### config.mk
export PLATFORM = sky130hd
export DESIGN_NAME = mean_doubler
export DESIGN_NICKNAME = d
export VERILOG_FILES = /design/src/rtl/mean_doubler.sv
export SDC_FILE = /design/constraint.sdc
export NUM_CORES = 1
export LEC_CHECK = 0
export CAP_MARGIN = 15
export CORE_AREA = 2 2 414 416
export DETAILED_ROUTE_END_ITERATION = 10
export DIE_AREA = 0 0 416 418
export GPL_ROUTABILITY_DRIVEN = 0
export GPL_TIMING_DRIVEN = 0
export REMOVE_ABC_BUFFERS = 1
export SLEW_MARGIN = 30
export SYNTH_ARGS = -nofsm -noshare
export SYNTH_HDL_FRONTEND = slang
export SYNTH_SLANG_ARGS = --single-unit
### constraint.sdc
create_clock -name clk -period 11.36 [get_ports clk]
set_input_delay 2.272 -clock clk [delete_from_list [all_inputs] [get_ports clk]]
set_output_delay 2.272 -clock clk [all_outputs]
set_load 0.01 [all_outputs]
### src/rtl/mean_doubler.sv
// Sequential 2*mean of a 2^NUM_QUBIT-lane amplitude vector, one lane per cycle,
// emitted together with the captured vector so the downstream subtractor gets a matched pair.
module mean_doubler #(
    parameter int NUM_QUBIT  = 4,
    parameter int DATA_WIDTH = 32
) (
    input  logic                                      clk,
    input  logic                                      rst,
    input  logic [DATA_WIDTH*(2**NUM_QUBIT)-1:0]      in_vec,
    input  logic                                      in_valid,
    output logic                                      in_ready,
    output logic [DATA_WIDTH-1:0]                     mean_out,
    output logic [DATA_WIDTH*(2**NUM_QUBIT)-1:0]      vec_out,
    output logic                                      out_valid,
    input  logic                                      out_ready
);

    localparam int NUM_B_INPUT = 2 ** NUM_QUBIT;
    localparam int ACC_W       = DATA_WIDTH + NUM_QUBIT;
    localparam int IDX_W       = (NUM_QUBIT > 0) ? NUM_QUBIT : 1;
    localparam logic [IDX_W-1:0] LAST_IDX = IDX_W'(NUM_B_INPUT - 1);

    typedef enum logic [1:0] {
        IDLE  = 2'd0,
        ACCUM = 2'd1,
        DONE  = 2'd2
    } state_t;

    // state is kept as a named register so checkers can bind to it directly.
    state_t state;
    state_t state_next;

    logic signed [ACC_W-1:0] acc;
    logic        [IDX_W-1:0] idx;
    logic   [DATA_WIDTH-1:0] lanes [NUM_B_INPUT];
    logic   [DATA_WIDTH-1:0] lane;
    logic signed [ACC_W-1:0] lane_ext;
    logic signed [ACC_W-1:0] sum_next;
    logic signed   [ACC_W:0] dbl;
    logic signed   [ACC_W:0] shifted;

    for (genvar j = 0; j < NUM_B_INPUT; j++) begin : g_lanes
        assign lanes[j] = vec_out[DATA_WIDTH*(j+1)-1 -: DATA_WIDTH];
    end

    // Lanes are read from the captured copy, so in_vec is free to change after acceptance.
    always_comb begin
        lane     = lanes[idx];
        lane_ext = ACC_W'($signed(lane));
        sum_next = acc + lane_ext;
        dbl      = {sum_next, 1'b0};
        shifted  = dbl >>> NUM_QUBIT;
    end

    always_ff @(posedge clk) begin
        if (rst) begin
            state <= IDLE;
        end else begin
            state <= state_next;
        end
    end

    // Handshake: a transfer happens only on an edge where valid and ready are both high;
    // valid on either side is ignored while the matching ready is low, and vice versa.
    always_comb begin
        state_next = state;
        in_ready   = 1'b0;
        out_valid  = 1'b0;
        case (state)
            IDLE: begin
                in_ready = 1'b1;
                if (in_valid) state_next = ACCUM;
            end
            ACCUM: begin
                if (idx == LAST_IDX) state_next = DONE;
            end
            DONE: begin
                out_valid = 1'b1;
                if (out_ready) state_next = IDLE;
            end
            default: state_next = IDLE;
        endcase
    end

    always_ff @(posedge clk) begin
        if (rst) begin
            vec_out  <= '0;
            mean_out <= '0;
            acc      <= '0;
            idx      <= '0;
        end else begin
            case (state)
                IDLE: begin
                    if (in_valid) begin
                        vec_out <= in_vec;
                        acc     <= '0;
                        idx     <= '0;
                    end
                end
                ACCUM: begin
                    acc <= sum_next;
                    idx <= idx + 1'b1;
                    // Floor rounding comes from the arithmetic shift; the result wraps to DATA_WIDTH.
                    if (idx == LAST_IDX) mean_out <= shifted[DATA_WIDTH-1:0];
                end
                default: ;
            endcase
        end
    end

endmodule

## Yosys cells after proc, flatten, opt, wreduce, memory -nomap -nowiden

Index checks and enable logic that the tools add are counted.

| cells by class | value |
|---|---|
| add/subtract/negate cells | 2 |
| $lt $le $gt $ge | 1 |
| equality and inequality tests | 6 |
| multiplexer cells | 13 |
| bitwise gates (word level) | 1 |
| reduce and logical (&&, ||, !) cells | 6 |

Operator list:

| cell | count |
|---|---|
| 32-bit binary-select mux with 4-bit select | 1 |
| 36-bit one-hot mux with 2 select lines | 1 |
| 32-bit 2-to-1 mux | 2 |
| 36-bit by 32-bit adder with 36-bit output | 1 |
| 36-bit 2-to-1 mux | 1 |
| 4-bit one-hot mux with 2 select lines | 1 |
| 2-bit 2-to-1 mux | 3 |
| 2-bit inequality test, second input constant | 3 |
| 2-bit one-hot mux with 3 select lines | 1 |
| 2-bit AND reduction | 3 |
| 5-bit greater-or-equal comparator, second input constant | 1 |
| 4-bit NOT with 5-bit output | 1 |
| 4-bit by 1-bit adder with 4-bit output, second input constant | 1 |
| 4-bit == test, second input constant | 1 |
| 4-bit 2-to-1 mux | 1 |
| 3-bit AND reduction | 1 |
| 2-bit by 1-bit == test with 1-bit output, second input constant | 1 |
| 2-bit == test, second input constant | 1 |
| 2-bit zero test | 1 |
| 1-bit 2-to-1 mux | 2 |
| 2-bit nonzero test | 1 |

| word-level totals | value |
|---|---|
| bits in registers | 586 |
| input bits | 516 |
| output and inout port bits | 546 |
| word-level logic and storage cells | 34 |

## Logic depth before layout (Yosys ltp)

| logic depth | value |
|---|---|
| word-level depth | 6 |
| depth in mapped cells | 16 |
| depth with buffers taken out | 12 |

## Least setup slack after synthesis

OpenSTA, ideal clock, no wires.

| path | value |
|---|---|
| path type | reg-to-reg |
| start | reg idx[0] |
| end | reg mean_out[25] |
| library setup time | 62 ps |
| arrival time | 4760 ps |
| data required time | 11298 ps |
| path slack | 6538 ps |
| stages on the path, launching flop included | 17 |
| buffers on the path | 5 |
| period minus slack after synthesis | 4822 ps |
| cells stage by stage | dfxtp_1 > buf_2 > clkbuf_1 > buf_2 > buf_2 > mux4_2 > mux4_2 > ha_1 > buf_2 > and3_4 > nand3_1 > o311a_1 > o41a_1 > o32ai_4 > a31oi_2 > or4_1 > nand3_1 |

| between the ends | value |
|---|---|
| longest elaborated chain between the ends | 5 |
| elaborated cells between the ends (all ways) | 7 |
| classes of those cells | add/sub (1); eq/ne (1); mux (3); bitwise (1); reduce/logical (1) |

Ends and longest elaborated chain:

| what | RTL line | source |
|---|---|---|
| from (decl) | 34 | `logic [IDX_W-1:0] idx;` |
| from (signal assigned) | 102 | `idx <= idx + 1'b1;` |
| 4-bit NOT with 5-bit output (implied by the code) | 48 | `lane = lanes[idx];` |
| 32-bit binary-select mux with 4-bit select | 48 |  |
| 32-bit 2-to-1 mux (implied by the code) (2 in a row) | 48 |  |
| 36-bit by 32-bit adder with 36-bit output | 50 | `sum_next = acc + lane_ext;` |
| to (signal assigned) | 104 | `if (idx == LAST_IDX) mean_out <= shifted[DATA_WIDTH-1:0];` |
| to (decl) | 12 | `output logic [DATA_WIDTH-1:0] mean_out,` |

Several ways; a longest one is shown, not always the timed one. The select of a mux whose other input is x is not followed.
A chain may end at the register's enable or synchronous reset.

## Final worst setup path

| path | value |
|---|---|
| start | reg idx[0] |
| end | reg mean_out[23] |

Same word-level chain as after synthesis.

==> impl_metrics.yaml <==
run_status:
  status: "complete, no violations"
worst_setup_path:
  critPathLaunchType: "flip-flop"
  reg2reg_from: "idx[0]"
  criticalPathCategory: "flip-flop to flip-flop"
  worstPathRequired_ns: 11.96
  endpoint_kind: "flip-flop"
  r2r_cells: 13
  worstReg2RegEnd: "mean_out[23]"
  cp_max_fo: 27
  r2r_slack_ns: 5.98
  cp_data_arrival_time_ns: 5.98
worst_hold_path:
  hp-class: "flip-flop to flip-flop"
  worstHoldStart: "mean_out[11]"
  min_path_cells: 2
  worstHoldEndpoint: "mean_out[11]"
timing:
  hold_violations: 0
  fin_crit_sh: 0.474
  holdWs_ns: 0.455
  slew_violations: 0
  skew_ns: 0.0255
  worst_pin_slew_ns: 0.831
  rsz0062_at_grt: "false"
  max_freq_ghz: 0.186
  setup-violations-final: 0
  timing.slew.headroom: 0.445
  fin_crit_ns: 5.38
clocking:
  cts_hold_buf: 0
  worst_setup_hold_path_clk_slew_ns: 0.05
  cts_made_buffers: 72
  clk_latency_ns: 0.68
  post_cts_resized: 0
  tritoncts: "built"
  clkSinkCount: 585
  htreeDepth: 3
  root_buffer: "clkbuf_16"
  postCtsSetupBuffers: 0
  ctsLongestPathBuffers: 3
yosys:
  synth_largest_area_cell: "dfxtp_1"
  yosys.area_share.simple: 0.189
  netlist_top_cells_area: "dfxtp_1, nand2_1, mux4_2"
  ys.flop_type: "dfxtp_1"
  yosys_warnings: 0
  synth-edff-count: 0
  synth_compound_area_frac: 0.149
  synth_area_mm2: 0.0257
  yosysTopAreaCellShare: 0.456
  async_flop_share: 0
  avgSynthCellArea_um2: 8.55
  syn_inst: 3006
  synth_top_family_by_area: "simple AND/OR/NAND/NOR gates"
  synth-xor-area-share: 0.00954
  yosysUniqueCellTypes: 57
  muxShareOfSynthArea: 0.140
  ys_ff_latch: 585
  synth_adder_area_share: 0.0178
  synth-seq-area-share: 0.456
pwr:
  static-leakage-power_uw: 0.0146
  irDropWorstVdd_uv: 111
  total_power_uw: 5820
  pwr_density_cell_mw_per_mm2: 139
final_layout:
  fill_cells: 18100
  syn_to_final_growth_pct: 62.5
  most-common-layout-cells: "nand2_1, clkdlybuf4s50_1, a21oi_1"
  nets: 4488
  final_common_cell: "nand2_1"
  drive_gt1_frac: 0.0837
global_routing:
  grt_pass1_vias: 24800
  grtUsageTotal: 0.152
  antenna_found_initial: 31
  grt_overflow: 0
  grt_pass1_wl_um: 190000
  grt_max_degree: 98
routing:
  avgRoutedWirePerCell_um: 22.3
  firstDrtPassIters: 5
  viasPerCell: 4.25
  drt_iter0_drc: 2129
  ant_nets: 0
  routed_wirelength_um: 139000
  vias: 26400
  drc: 0
floorplanning:
  fp-row-count: 151
  core_mm2: 0.169
  ioPinCount: 1062
  dieWidth_um: 416
  die_area_mm2: 0.174
  start_util: 0.152
  dieHeight_um: 418
run:
  maxCapViolations: 0
placement:
  hpwlAfterDp_um: 110000
  port_buffers: 1061
## registers in the layout, summed over array words and instances, names as in the netlist
signal / flops
vec_out: 512
idx: 4
mean_out: 32
state: 2
acc: 35
## worst max-delay path by stage
| stage | from | to | slack, ns |
|---|---|---|---|
| final | idx[0] | mean_out[23] | 5.98 |
| after global routing | idx[0] | mean_out[26] | 5.56 |
| after CTS | idx[0] | mean_out[23] | 5.91 |
| after detailed placement | idx[0] | mean_out[23] | 5.95 |
| after global placement | rst | acc[32] | -17.42 |
| after floorplan | in_valid | acc[19] | -2.16 |
## power breakdown
part	switching, µW	total (µW)	internal, µW
Combinational	508	1060	549
Clock	992	2470	1480
Sequential	129	2300	2170
Total	1630	5820	4190
## synth_stat cells, drive strengths merged (4+ instances only)
cell type,n
a211o,6
a211oi,5
a21boi,5
a21o,20
a21oi,592
a22o,15
a31oi,10
and3,6
buf,20
clkbuf,228
dfxtp,585
ha,35
inv,10
mux4,160
nand2,1105
nand3,38
nand3b,5
nand4,6
nand4b,4
nor2,28
nor2b,6
nor3,11
nor3b,5
o211ai,4
o21a,5
o21ai,17
o21bai,8
or4,4
xnor2,17
xor2,11
## area by class of cell
cell class	instances	area (µm²)	share of cell area
Timing Repair Buffer	1104	11700	0.279
Clock buffer	104	2100	0.0504
Multi-Input combinational cell	2163	13100	0.313
Tap cell	2218	2780	0.0665
Inverter	10	37.5	0.000899
Clock inverter	24	392	0.00938
Sequential cell	585	11700	0.281
Antenna cell	6	15.0	0.000360
## metrics by stage
step | worst slack [ns] | setup TNS [ns] | std cells | util | cell area (µm²)
2_1_floorplan | -2.16 | -35.49 | 2758 | - | 24800
3_3_place_gp | -17.42 | -5058.64 | 6037 | 0.226 | 38200
3_5_place_dp | 5.95 | 0 | 6080 | 0.232 | 39200
4_1_cts | 5.91 | 0 | 6208 | 0.247 | 41700
5_1_grt | 5.56 | 0 | 6212 | 0.247 | 41800
6_report | 5.98 | 0 | 6214 | 0.247 | 41800
## routing by layer
| metal | vias up | share of wire | global-route usage |
|---|---|---|---|
| met5 | - | 0.00019 | 0 |
| met4 | 4 | 0.032 | 0.0471 |
| li1 | 12200 | - | - |
| met2 | 1126 | 0.49 | 0.257 |
| met1 | 12900 | 0.39 | 0.180 |
| met3 | 229 | 0.094 | 0.0520 |
## critical path, cell delays in order, from the launching register on
cell and delay, ns:
dfxtp_4 0.61, buf_16 0.29, buf_16 0.25, buf_12 0.28
mux4_2 0.55, mux4_2 0.58, ha_1 0.47, nand2_1 0.38
a211o_1 0.52, o21ai_0 0.48, a21boi_0 0.26, xnor2_1 0.25
nand2_1 0.07, a21oi_1 0.13
## cell families (layout without fill, tap and decap cells)
family | count (synthesis) | count (layout)
other | 0 | 6
buffers and inverters | 258 | 1242
adders and majority gates | 36 | 36
AOI/OAI and AO/OA | 705 | 705
DFF | 585 | 585
and+or+nand+nor | 1234 | 1234
muxes | 160 | 160
xor gates and xnor gates | 28 | 28
(Power assumes the default switching activity.)
